**src/rtl/instruction_issue_unit.sv**
```systemverilog
// Front-end issue stage: buffers fetched RV32I words, decodes the head entry,
// applies static branch prediction and presents one instruction per cycle to the CSU.
module instruction_issue_unit #(
  parameter int QUEUE_DEPTH = 4,
  parameter int PTR_W       = 2
) (
  input  logic        clk_in,
  input  logic        rst_in,
  input  logic        rdy_in,
  input  logic        flush_pipline,
  input  logic        fetch_valid,
  input  logic [31:0] fetch_PC,
  input  logic [31:0] fetch_ins,
  input  logic        fetch_is_compressed,
  output logic        fetch_ready,
  output logic        redirect_valid,
  output logic [31:0] redirect_PC,
  input  logic        issue_space_available,
  output logic        ins_just_issued,
  output logic [31:0] issue_PC,
  output logic [31:0] issue_predicted_resulting_PC,
  output logic [31:0] ins_issued,
  output logic [6:0]  issue_opcode,
  output logic [2:0]  issue_funct3,
  output logic [6:0]  issue_funct7,
  output logic [31:0] issue_imm_val,
  output logic [5:0]  issue_shamt_val,
  output logic [4:0]  issue_rs1,
  output logic [4:0]  issue_rs2,
  output logic [4:0]  issue_rd,
  output logic        issue_is_compressed_ins
);

  localparam int CNT_W = PTR_W + 1;

  localparam logic [6:0] OP_LOAD   = 7'b0000011;
  localparam logic [6:0] OP_OPIMM  = 7'b0010011;
  localparam logic [6:0] OP_JALR   = 7'b1100111;
  localparam logic [6:0] OP_STORE  = 7'b0100011;
  localparam logic [6:0] OP_BRANCH = 7'b1100011;
  localparam logic [6:0] OP_LUI    = 7'b0110111;
  localparam logic [6:0] OP_AUIPC  = 7'b0010111;
  localparam logic [6:0] OP_JAL    = 7'b1101111;

  logic [31:0]      pc_mem_q  [QUEUE_DEPTH];
  logic [31:0]      ins_mem_q [QUEUE_DEPTH];
  logic             cmp_mem_q [QUEUE_DEPTH];
  logic [PTR_W-1:0] head_q, head_d, tail_q, tail_d;
  logic [CNT_W-1:0] count_q, count_d;

  logic [31:0] head_pc_s, head_ins_s, imm_s, seq_s, pred_s;
  logic        head_cmp_s, head_valid_s, pop_s, push_s, redir_s;

  assign head_pc_s    = pc_mem_q[head_q];
  assign head_ins_s   = ins_mem_q[head_q];
  assign head_cmp_s   = cmp_mem_q[head_q];
  assign head_valid_s = (count_q != {CNT_W{1'b0}});
  assign fetch_ready  = (count_q < CNT_W'(QUEUE_DEPTH));

  assign pop_s   = head_valid_s & issue_space_available & ~flush_pipline;
  assign redir_s = pop_s & (pred_s != seq_s);
  // A redirect discards everything younger, including the word fetch offers this cycle.
  assign push_s  = fetch_valid & fetch_ready & ~flush_pipline & ~redir_s;

  always_comb begin
    imm_s = 32'd0;
    case (head_ins_s[6:0])
      OP_LOAD, OP_OPIMM, OP_JALR:
        imm_s = {{20{head_ins_s[31]}}, head_ins_s[31:20]};
      OP_STORE:
        imm_s = {{20{head_ins_s[31]}}, head_ins_s[31:25], head_ins_s[11:7]};
      OP_BRANCH:
        imm_s = {{19{head_ins_s[31]}}, head_ins_s[31], head_ins_s[7],
                 head_ins_s[30:25], head_ins_s[11:8], 1'b0};
      OP_LUI, OP_AUIPC:
        imm_s = {head_ins_s[31:12], 12'd0};
      OP_JAL:
        imm_s = {{11{head_ins_s[31]}}, head_ins_s[31], head_ins_s[19:12],
                 head_ins_s[20], head_ins_s[30:21], 1'b0};
      default:
        imm_s = 32'd0;
    endcase
  end

  // Static prediction: JAL always taken, conditional branches taken only when backward.
  always_comb begin
    seq_s  = head_pc_s + (head_cmp_s ? 32'd2 : 32'd4);
    pred_s = seq_s;
    case (head_ins_s[6:0])
      OP_JAL:    pred_s = head_pc_s + imm_s;
      OP_BRANCH: pred_s = imm_s[31] ? (head_pc_s + imm_s) : seq_s;
      default:   pred_s = seq_s;
    endcase
  end

  always_comb begin
    head_d  = head_q;
    tail_d  = tail_q;
    count_d = count_q;
    if (flush_pipline) begin
      tail_d  = head_q;
      count_d = {CNT_W{1'b0}};
    end else if (redir_s) begin
      head_d  = head_q + PTR_W'(1);
      tail_d  = head_q + PTR_W'(1);
      count_d = {CNT_W{1'b0}};
    end else begin
      head_d  = head_q + PTR_W'(pop_s);
      tail_d  = tail_q + PTR_W'(push_s);
      count_d = count_q + CNT_W'(push_s) - CNT_W'(pop_s);
    end
  end

  always_ff @(posedge clk_in) begin
    if (!rst_in && rdy_in && push_s) begin
      pc_mem_q[tail_q]  <= fetch_PC;
      ins_mem_q[tail_q] <= fetch_ins;
      cmp_mem_q[tail_q] <= fetch_is_compressed;
    end
  end

  always_ff @(posedge clk_in) begin
    if (rst_in) begin
      head_q                       <= {PTR_W{1'b0}};
      tail_q                       <= {PTR_W{1'b0}};
      count_q                      <= {CNT_W{1'b0}};
      redirect_valid               <= 1'b0;
      redirect_PC                  <= 32'd0;
      ins_just_issued              <= 1'b0;
      issue_PC                     <= 32'd0;
      issue_predicted_resulting_PC <= 32'd0;
      ins_issued                   <= 32'd0;
      issue_opcode                 <= 7'd0;
      issue_funct3                 <= 3'd0;
      issue_funct7                 <= 7'd0;
      issue_imm_val                <= 32'd0;
      issue_shamt_val              <= 6'd0;
      issue_rs1                    <= 5'd0;
      issue_rs2                    <= 5'd0;
      issue_rd                     <= 5'd0;
      issue_is_compressed_ins      <= 1'b0;
    end else if (rdy_in) begin
      head_q          <= head_d;
      tail_q          <= tail_d;
      count_q         <= count_d;
      ins_just_issued <= pop_s;
      redirect_valid  <= redir_s;
      if (redir_s) begin
        redirect_PC <= pred_s;
      end
      if (pop_s) begin
        issue_PC                     <= head_pc_s;
        issue_predicted_resulting_PC <= pred_s;
        ins_issued                   <= head_ins_s;
        issue_opcode                 <= head_ins_s[6:0];
        issue_funct3                 <= head_ins_s[14:12];
        issue_funct7                 <= head_ins_s[31:25];
        issue_imm_val                <= imm_s;
        issue_shamt_val              <= head_ins_s[25:20];
        issue_rs1                    <= head_ins_s[19:15];
        issue_rs2                    <= head_ins_s[24:20];
        issue_rd                     <= head_ins_s[11:7];
        issue_is_compressed_ins      <= head_cmp_s;
      end
    end
  end

endmodule

```
**config.mk**
```make
export PLATFORM = sky130hd
export DESIGN_NAME = instruction_issue_unit
export DESIGN_NICKNAME = d
export VERILOG_FILES = /design/src/rtl/instruction_issue_unit.sv
export SDC_FILE = /design/constraint.sdc
export NUM_CORES = 1
export LEC_CHECK = 0
export ABC_AREA = 1
export BUFFER_PORTS_ARGS = -buffer_cell sky130_fd_sc_hd__buf_2
export CAP_MARGIN = 40
export CELL_PAD_IN_SITES_DETAIL_PLACEMENT = 0
export CELL_PAD_IN_SITES_GLOBAL_PLACEMENT = 2
export CORE_MARGIN = 5
export CORE_UTILIZATION = 32
export DETAILED_ROUTE_END_ITERATION = 7
export GPL_TIMING_DRIVEN = 0
export HOLD_SLACK_MARGIN = 0.03
export PLACE_DENSITY_LB_ADDON = 0.1
export SLEW_MARGIN = 20
export SYNTH_ARGS = -nofsm -noshare
export SYNTH_HDL_FRONTEND = slang
export SYNTH_SLANG_ARGS = --single-unit
```
**constraint.sdc**
```tcl
create_clock -name clk_in -period 9.55 [get_ports clk_in]
set_input_delay 2.3875 -clock clk_in [delete_from_list [all_inputs] [get_ports clk_in]]
set_output_delay 2.3875 -clock clk_in [all_outputs]
set_load 0.01 [all_outputs]
```
==> out/metrics.cfg <==
[routing]
routed_wl_um = 80700
antenna_left = 0
via_per_inst = 4.87
num_vias = 18100
wl_per_cell_um = 21.8
dr.pass1.iters = 5
drt_iter0_drc = 1152
drc = 0

[pwr]
p_leak_nw = 11.5
pwr_density_cell_mw_per_mm2 = 171
power_mw = 4.36
ir_worst_vdd_v = 0.000155

[sta]
period_needed_ps = 8120
rsz0062_at_grt = false
worst_pin_slew_ps = 946
fin_setup_tns_ps = 0
fin_crit_sh_pct = 85.0
slew_headroom_pct = 36.3
fmaxAchievable_ghz = 0.123
hold_violations = 0
maxSlewViolCount = 0
finalSetupViolations = 0
worst_clock_skew_ps = 52.6

[die]
die-area_mm2 = 0.0714
fp.dieW_um = 267
initial_core_util_pct = 32.3
core-area_mm2 = 0.0656
die_h_um = 267
fp-row-count = 94
ioPinCount = 273

[worst_setup_path]
critPathSlowestCell = o21ai_0
critPathKind = reg2reg
cp_max_fo = 10
end_kind = register
crit_arrival_ps = 8440
path_delay_family = buffers and inverters
crit_path_max_incr_delay_ps = 650
worstPathRequired_ps = 9870
critPathBufInv = 14
cp_common_cell = buf_4
worstSetupStartpointType = register

[synthesis]
synth.net_count = 2546
ys_warn_count = 0
ys_types = 51
synth.yosys.seq_area_share_pct = 53.2
synthesis.instances = 2435
synth_area_per_cell_um2 = 8.69
ys_seq_elements = 432
syn_area_mm2 = 0.0212

[placement]
dpl-instance-area_mm2 = 0.0240
dp_hpwl_um = 65300
gp_congestion = 0.878
io_buffers = 271

[global_routing]
overflow = 0
grt_usage_pct = 21.9
grt_pass1_vias = 17400
grt_pass1_wl_um = 116000
grt_antenna_before_repair = 9
grt_max_degree = 16

[clocking]
post_cts_buffers = 0
clkSinkCount = 432
holdBufCountCts = 0
root_buffer = clkbuf_16
path_clk_slew_ps = 60
htreeDepth = 2
clock_latency_ps = 620
cts_tree = done
numCtsBuffers = 50
max-clock-path-buffers = 3
cts_resized = 0

[finish]
fin_nets = 2912
fillerInstances = 6724
layout-drive-gt1-share_pct = 19.1
diodes = 0
syn2layout_area_growth_pct = 20.7
layout_common_cells = 542 x nand2_1, 288 x buf_2, 260 x edfxtp_1
fin_area_mm2 = 0.0256
mostFrequentLayoutCell = nand2_1

[status]
status = complete, no violations

[flow_run]
maxCapViolCount = 0

[hold_path]
hp-class = reg2reg

==> final cells by class <==
| class | instances | area [um2] | share of cell area (%) |
|---|---|---|---|
| plain buffers | 148 | 878 | 3.44 |
| clock buffers | 66 | 1310 | 5.13 |
| clock inverters | 27 | 263 | 1.03 |
| inverters | 255 | 960 | 3.76 |
| multi-input cells | 1600 | 8100 | 31.7 |
| flip-flops and latches | 432 | 11300 | 44.0 |
| well taps | 864 | 1080 | 4.23 |
| repair buffers | 314 | 1710 | 6.71 |
==> synthesized netlist by cell type (all sizes together) <==
library cell | count | area share (%)
nor2 | 247 | 4.7
nand4 | 32 | 1.0
and3 | 1 | 0.030
ha | 37 | 2.2
o21ai | 254 | 6.1
buf | 81 | 3.0
nand3b | 10 | 0.35
nand2 | 564 | 10
nand2b | 1 | 0.030
a211oi | 6 | 0.35
fa | 3 | 0.28
o31ai | 1 | 0.035
nor3 | 16 | 0.40
o21a | 1 | 0.035
dfxtp | 172 | 16
a32oi | 5 | 0.21
or2 | 4 | 0.12
inv | 249 | 4.4
o21bai | 53 | 1.9
xor2 | 31 | 1.3
a21o | 4 | 0.14
xnor2 | 10 | 0.41
o211ai | 15 | 0.53
o22ai | 19 | 0.56
clkinv | 6 | 0.11
o221ai | 1 | 0.041
a31oi | 3 | 0.089
a32o | 8 | 0.38
edfxtp | 260 | 37
clkbuf | 67 | 1.2
nand3 | 133 | 3.2
a21oi | 138 | 3.3
and2 | 3 | 0.089
==> stage by stage <==
stage / util, % / setup WS (ps) / hold slack, ps / instances
after detailed placement: 36.5 / 1370 / 467 / 3613
after global placement: 36.0 / -6450 / 459 / 3570
after floorplan: - / 331 / 460 / 2435
after CTS: 38.9 / 1330 / 476 / 3706
after global routing: 38.9 / 888 / 501 / 3706
final: 38.9 / 1430 / 469 / 3706
==> state kept, by name, indices dropped and copies added, names as in the netlist, named ones only <==
name / count
issue_is_compressed_ins: 1
ins_issued: 32
issue_predicted_resulting_PC: 32
redirect_PC: 32
count_q: 3
ins_mem_q: 128
tail_q: 2
ins_just_issued: 1
issue_PC: 32
pc_mem_q: 128
issue_imm_val: 32
cmp_mem_q: 4
redirect_valid: 1
head_q: 2
==> tightest hold or removal path: stages, from the launching register on <==
cell and delay, ps:
dfxtp_1 310, nand2_1 60, a21oi_1 60
==> power breakdown <==
| group | switching, mW | internal [mW] |
|---|---|---|
| sequential | 0.00904 | 1.99 |
| clock | 0.778 | 1.06 |
| combinational | 0.390 | 0.139 |
==> cell families after synthesis <==
family | share of synthesized area (%)
buffers and inverters | 8.68
adder cells (fa/ha/maj) | 2.47
AO/OA/AOI/OAI | 13.6
flip-flops | 53.2
AND/OR/NAND/NOR | 20.4
XOR/XNOR | 1.70
==> worst paths after layout <==
check                          startpoint                      endpoint  slack (ps)  cells past startpoint
max                              register     pc_mem_q[0][22]$_DFFE_PP_        1430                     35
min          ins_just_issued$_SDFFE_PP0P_  ins_just_issued$_SDFFE_PP0P_         470                      2
max reg2reg                      register     pc_mem_q[0][22]$_DFFE_PP_        1430                     35
min reg2reg  ins_just_issued$_SDFFE_PP0P_  ins_just_issued$_SDFFE_PP0P_         470                      2
==> layer usage <==
metal	global-route usage, %	vias to the layer above	share of wire, %
li1	-	8861	-
met2	36.5	451	47
met3	3.00	107	4.6
met4	5.94	4	2.8
met1	30.1	8627	45
met5	0	-	0.042
No activity file was read; power rests on OpenSTA's default activity.
